==> src/rtl/fifo_wr_arbiter.sv <==
// Round-robin arbiter sharing one FIFO write port among N_REQ producers.
// Each grant is capped at MAX_BURST accepted writes, followed by one IDLE cycle.

module fifo_wr_arb_lane #(
    parameter int FIFO_WIDTH = 2
) (
    input  logic                  wr_en,
    input  logic                  is_owner,
    input  logic [FIFO_WIDTH-1:0] data,
    output logic                  ack,
    output logic [FIFO_WIDTH-1:0] data_gated
);
    assign ack        = wr_en & is_owner;
    assign data_gated = ack ? data : '0;
endmodule

module fifo_wr_arbiter #(
    parameter int N_REQ      = 4,
    parameter int FIFO_WIDTH = 2,
    parameter int MAX_BURST  = 2
) (
    input  logic                        clk,
    input  logic                        reset,
    input  logic [N_REQ-1:0]            req,
    input  logic [N_REQ*FIFO_WIDTH-1:0] req_data,
    input  logic                        fifo_full,
    output logic [N_REQ-1:0]            gnt,
    output logic [N_REQ-1:0]            ack,
    output logic                        fifo_wr_en,
    output logic [FIFO_WIDTH-1:0]       fifo_wr_data
);
    localparam int IW = (N_REQ > 1) ? $clog2(N_REQ) : 1;
    localparam int CW = $clog2(MAX_BURST + 1);

    typedef enum logic {IDLE, GRANT} state_t;

    state_t                             state;
    logic [IW-1:0]                      owner, ptr, ptr_nxt;
    logic [IW-1:0]                      pick, pick_lo, pick_hi;
    logic                               pick_vld, hi_vld;
    logic [CW-1:0]                      cnt;
    logic [N_REQ-1:0][FIFO_WIDTH-1:0]   data_arr, data_gated;

    assign data_arr = req_data;

    // Round-robin scan: lowest requester at or above ptr, else wrap to lowest overall.
    always_comb begin
        pick_lo = '0;
        pick_hi = '0;
        hi_vld  = 1'b0;
        for (int i = N_REQ - 1; i >= 0; i--) begin
            if (req[i]) pick_lo = IW'(i);
            if (req[i] && (IW'(i) >= ptr)) begin
                pick_hi = IW'(i);
                hi_vld  = 1'b1;
            end
        end
        pick     = hi_vld ? pick_hi : pick_lo;
        pick_vld = |req;
    end

    assign ptr_nxt    = (owner == IW'(N_REQ - 1)) ? '0 : owner + 1'b1;
    assign fifo_wr_en = (state == GRANT) && req[owner] && !fifo_full && !reset;

    for (genvar i = 0; i < N_REQ; i++) begin : g_lane
        fifo_wr_arb_lane #(.FIFO_WIDTH(FIFO_WIDTH)) u_lane (
            .wr_en      (fifo_wr_en),
            .is_owner   (owner == IW'(i)),
            .data       (data_arr[i]),
            .ack        (ack[i]),
            .data_gated (data_gated[i])
        );
    end

    always_comb begin
        fifo_wr_data = '0;
        for (int i = 0; i < N_REQ; i++) fifo_wr_data |= data_gated[i];
    end

    always_ff @(posedge clk) begin
        if (reset) begin
            state <= IDLE;
            gnt   <= '0;
            ptr   <= '0;
            cnt   <= '0;
            owner <= '0;
        end else begin
            case (state)
                IDLE: if (pick_vld) begin
                    owner <= pick;
                    gnt   <= N_REQ'(1) << pick;
                    cnt   <= '0;
                    state <= GRANT;
                end
                GRANT: begin
                    // A full FIFO with req held leaves everything untouched.
                    if (!req[owner] || (fifo_wr_en && cnt == CW'(MAX_BURST - 1))) begin
                        state <= IDLE;
                        gnt   <= '0;
                        ptr   <= ptr_nxt;
                        cnt   <= '0;
                    end else if (fifo_wr_en) begin
                        cnt <= cnt + 1'b1;
                    end
                end
                default: state <= IDLE;
            endcase
        end
    end
endmodule

==> config.mk <==
export PLATFORM = sky130hd
export DESIGN_NAME = fifo_wr_arbiter
export DESIGN_NICKNAME = d
export VERILOG_FILES = /design/src/rtl/fifo_wr_arbiter.sv
export SDC_FILE = /design/constraint.sdc
export NUM_CORES = 1
export LEC_CHECK = 0
export BUFFER_PORTS_ARGS = -buffer_cell sky130_fd_sc_hd__buf_2
export CAP_MARGIN = 20
export CORE_MARGIN = 5
export CORE_UTILIZATION = 50
export CTS_BUF_LIST = sky130_fd_sc_hd__clkbuf_8
export DETAILED_ROUTE_END_ITERATION = 10
export GPL_TIMING_DRIVEN = 0
export HOLD_SLACK_MARGIN = 0.12
export PLACE_DENSITY = 0.87
export SYNTH_ARGS = -nofsm -noshare
export SYNTH_HDL_FRONTEND = slang
export SYNTH_SLANG_ARGS = --single-unit
==> constraint.sdc <==
create_clock -name clk -period 2.49 [get_ports clk]
set_input_delay 0.1245 -clock clk [delete_from_list [all_inputs] [get_ports clk]]
set_output_delay 0.1245 -clock clk [all_outputs]
set_load 0.01 [all_outputs]
Yosys cells after proc, flatten, opt, wreduce, memory -nomap -nowiden
Cells that the tools add are included.
{ "classes": {"addsub": 2, "eq_ne": 7, "n_bitwise": 8, "shift": 1, "n_lt_le_gt_ge": 5, "n_reduce_logical": 18, "mux": 30} }
{ "ops": {"columns": ["operator", "count"], "rows": [
  ["two-way mux 2 bit", 17],
  ["logical AND 1 bit", 8],
  ["two-way mux 4 bit", 2],
  ["one-hot mux 4 bit (2 select lines)", 1],
  ["AND reduction 2 bit", 4],
  ["two-way mux 1 bit", 7],
  ["bitwise OR 2 bit", 3],
  ["adder 2 x 1 -> 2 bit (second input constant)", 2],
  ["AND 1 bit", 4],
  ["equality test 2 x 1 -> 1 bit (second input constant)", 2],
  ["equality test 2 bit (second input constant)", 2],
  ["greater-or-equal comparator 1 x 2 -> 1 bit (first input constant)", 2],
  ["greater-or-equal comparator 2 bit (first input constant)", 2],
  ["one-hot mux 2 bit (2 select lines)", 1],
  ["OR reduction 4 bit", 1],
  ["<< shifter 1 x 2 -> 4 bit (first input constant)", 1],
  ["logical NOT 1 bit", 3],
  ["less-than comparator 2 x 3 -> 1 bit (second input constant)", 1],
  ["!= test 3 x 2 -> 1 bit (second input constant)", 1],
  ["binary-select mux 1 bit (select 2 bit)", 1],
  ["logical NOT 2 bit", 1],
  ["!= test 2 x 1 -> 1 bit (second input constant)", 1],
  ["!= test 2 bit (second input constant)", 1],
  ["one-hot mux 1 bit (2 select lines)", 1],
  ["other kinds (2)", 2]
]} }
{ "totals": {"register_bits": 11} }

Depth between registers and ports, before layout
{ "logic_depth": {"ltp_word": 10, "mapped_depth": 7} }

Modules after synthesis
A second synthesis with hierarchy kept.
{ "hier_totals": {"hier_cells": 97, "hier_area_um2": 813.3} }
{ "modules_own_cells": {"columns": ["module", "area_each_um2", "instances", "cells_per_inst", "seq_area_each_um2"], "rows": [
  ["fifo_wr_arbiter", 738.2, 1, 85, 220.2],
  ["fifo_wr_arb_lane", 18.8, 4, 3, 0.0]
]} }

Least setup slack after synthesis
OpenSTA, ideal clock, no wires.
{ "synth_timing": {"path_kind": "register -> output", "start": "register owner[1]", "end": "output ack[0]", "n_path_buf": 1, "setup_slack_ns": 1.072, "arrival_time_ns": 1.294, "required_time_ns": 2.365, "stages_incl_launch_ff": 7, "path_cell_list": "dfxtp_1 mux2i_1 o22ai_2 nand2b_1 inv_2 and2_1 buf_4"} }
{ "synth_between": {"elab_chain_len": 6} }
{ "synth_rtl": {"columns": ["element", "line_no", "text"], "rows": [
  ["start, declared", "38", "logic [IW-1:0] owner, ptr, ptr_nxt;"],
  ["start signal, assigned", "90", "owner <= pick;"],
  ["binary-select mux 1 bit (select 2 bit)", "63", "assign fifo_wr_en = (state == GRANT) && req[owner] && !fifo_full && !reset;"],
  ["two-way mux 1 bit (not written as such)", "63", null],
  ["logical AND 1 bit (3 in series)", "63", null],
  ["named net fifo_wr_en", "29", "output logic fifo_wr_en,"],
  ["AND 1 bit", "13", "assign ack = wr_en & is_owner;"],
  ["end, declared", "28", "output logic [N_REQ-1:0] ack,"]
]} }
The timed path passes the listed nets, and every way through them passes these cells. The select of a mux whose other input is x is not followed.

Worst setup path after layout
{ "layout_timing": {"start": "register owner[1]", "end": "output ack[2]"} }
{ "layout_between": {"elab_chain_len": 6} }
{ "layout_rtl": {"columns": ["element", "line_no"], "rows": [
  ["binary-select mux 1 bit (select 2 bit)", "63"],
  ["two-way mux 1 bit (not written as such)", "63"],
  ["logical AND 1 bit (3 in series)", "63"],
  ["AND 1 bit *", "13"]
]} }
Mark *: on every way between the ends. The rest lies on a longest branch, timed or not. The select of a mux whose other input is x is not followed.

==> summary.md <==
| Metric | Value |
|---|---|
| Clk root buf | `clkbuf_8` |
| Vias | `between 700 and 800` |
| Vias per cell | `5.56` |
| Synth Warn # | `0` |
| Crit start category | `flip-flop` |
| Most frequent cell after synthesis | `dfxtp_1` |
| Initial Util | `a little over half` |
| Top FF cell, synth | `dfxtp_1` |
| RSZ-0062 raised after global routing | `no` |
| Multi-input gate area | `approximately 500 sq um` |
| Max Cap Viol | `0` |
| Register area share after synthesis | `~28%` |
| HP Class | `input port to flip-flop` |
| Antenna violations before repair | `0` |
| Total wire length | `between 1.5 and 2 mm` |
| Final hold vios | `0` |
| Critical Path Fanout Max | `6` |
| Die height | `49.8 microns` |
| Sum Neg Setup Slack | `0 ns` |
| Vias in the first global route | `750` |
| Fin area | `between 900 and 1000 sq um` |
| Placed cell count | `134` |
| Fillers | `129` |
| CTS tree | `done` |
| CP Capture Type | `primary output` |
| Worst endpoint required time | `between 2 and 2.5 ns` |
| Hold wc startpoint | `fifo_full` |
| Critical path's slowest cell | `dfxtp_1` |
| Post-synth top cells | `11 x dfxtp_1, 7 x nand2b_1, 6 x a21oi_1, 6 x inv_1, 6 x nor2_1` |
| GRT overflow | `0` |
| Ys async rst share | `0%` |
| Drt pass-1 iters | `4` |
| Initial drt markers | `19` |
| Core footprint | `about 1500 sq um` |
| Die area | `2480 sq um` |
| Cell Chain, Critical Path | `mux2i_1 > o22ai_2 > nand2b_1 > inv_2 > and2_1 > buf_4 > buf_2` |
| Setup Crit Path Kind | `flip-flop to primary output` |
| Distinct cells, synth | `36` |
| Post-DR wirelength/cell | `13.6 microns` |
| First-pass GRT wire length | `3.23 mm` |
| CTS H-tree lvls | `1` |
| VDD IR max | `about 0.30 mV` |
| Top Family by Delay on Critical Path | `flip-flops` |
| Total CTS buffers | `3` |
| Placer Congestion | `slightly above 0.8` |
| Core Rows | `14` |
| Hold Buf Count CTS | `0` |
| HPWL after DPL | `approximately 1.4 mm` |
| Number of post-CTS setup repair buffers | `0` |
| Top cells by area, synth | `dfxtp_1 28%, ha_1 7.9%, nand2b_1 5.5%` |
| Clock Skews | `0.00382 ns` |
| Layout Cells excl Fill | `roughly 140` |
| Slew HR | `between 70 and 80%` |
| Hold Slack | `~0.22 ns` |
| Cell Pwr Density | `between 500 and 600 nW/um^2` |
| Power consumption | `between 0.4 and 0.5 mW` |
| Critical path arrival | `around 1.8 ns` |
| Final min period | `a little under 2 ns` |
| Post-synth EDFFs | `0` |
| Syn avg cell area | `approximately 8.5 sq um` |
| Top Ports | `26` |
| Leading area contributor after synthesis | `dfxtp_1` |
| Post-CTS sizing | `0` |
| Critical path buffers and inverters | `3` |
| Final setup viols | `0` |
| Area post-placement | `~940 sq um` |
| Slowest stage delay, CP | `0.45 ns` |
| Drt drc | `0` |
| Fmax | `between 0.5 and 0.6 GHz` |
| CTS sink cnt | `11` |
| Clock buffer depth | `2` |
| Yosys top cell area share | `around 28%` |
| Status | `complete, no violations` |
| Final slew viol count | `0` |
| Worst slew pin tran | `~0.41 ns` |
| Mapped Nets | `between 100 and 150` |
| IO buf count | `25` |
| FF+latch area | `between 200 and 250 sq um` |
| Synth-to-Final Area Change | `24.2%` |
| Critical R2R Launch | `owner[1]` |
| Largest net degree at the start of global routing | `11` |
| Seq cells post-synth | `11` |
| Antenna diodes | `0` |
| Synthesized cell area | `about 790 sq um` |
| P_leak | `approximately 0.45 nW` |
| CTS clk-pin slew, worst paths | `about 0.05 ns` |
| Critical Path Source | `owner[1]` |
| Remaining antenna violation count | `0` |
| Cells after synthesis | `slightly above 90` |
| Die span in x | `between 40 and 50 microns` |
| Worst skew pair latency | `~0.24 ns` |
| Period utilisation layout | `between 70% and 80%` |
| Share of post-route cells with drive strength above 1 | `between 30% and 40%` |
| Nets@finish | `roughly 140` |
| Total GRT Usage | `between 15 and 20%` |
==> routing by layer <==
metal / vias to the layer above / track usage [%] / wire length (microns)
met1: 338 / 18.7 / 757
li1: 394 / - / -
met5: - / 0 / 0
met4: 0 / 5.24 / 21
met2: 33 / 28.0 / 941
met3: 2 / 4.82 / 162
==> tightest hold or removal path, stage by stage <==
cell	delay [ns]
buf_2	0.10
a21oi_2	0.06
o22ai_1	0.12
==> where the power goes <==
part           switching [mW]  internal, mW  total, mW
logic                  0.0656        0.0540      0.120
registers             0.00937         0.189      0.198
clock network          0.0721         0.110      0.182
==> final timing paths <==
check	slack [ns]	depth (start not counted)	to
worst min register to register	0.46	2	gnt[0]
worst max-delay path	0.54	7	ack[2]
worst max register to register	0.93	4	ptr[0]
worst min-delay path	0.22	3	cnt[0]
==> flip-flops by register name, summed over array words and instances (netlist names) <==
signal and cells:
gnt 4, owner 2, state 1, ptr 2
cnt 2
==> placed cells by master (no fill, tap or decap), drive strengths merged, types with 2 or more instances in the layout <==
cell type / Yosys / final
o32ai: 2 / 2
clkbuf: 1 / 4
ha: 5 / 5
o21a: 2 / 2
dfxtp: 11 / 11
inv: 7 / 7
o2bb2ai: 2 / 2
and2: 4 / 4
a21oi: 7 / 7
nand2b: 7 / 7
nor3: 3 / 3
a32o: 2 / 2
nand3: 2 / 2
nor2: 7 / 7
o22ai: 3 / 3
mux2i: 4 / 4
a22oi: 4 / 4
nand2: 4 / 4
o21ai: 2 / 2
buf: 6 / 31
==> cells by family (layout without fill, tap and decap cells) <==
group,Yosys count,after routing,share of synthesized area (%)
simple gates,29,29,20.2
buf+inv,14,43,8.85
compound gates,29,29,28.8
mux,5,5,6.48
fa+ha+maj,5,5,7.90
flops,11,11,27.8
==> final cells by class <==
type,count,area share [%]
plain buffers,7,4.45
clock buffers,3,4.20
clock inverters,1,0.509
inverters,7,2.67
multi-input cells,68,51.0
flip-flops and latches,11,22.4
well taps,16,2.04
repair buffers,25,12.7
==> stage by stage <==
step,utilization [%],setup slack (ns)
floorplan,-,1.07
global placement,62.2,0.873
detailed placement,62.2,0.812
CTS,65.3,0.523
global route,65.3,0.450
finish,65.3,0.536
(Power assumes the default switching activity.)
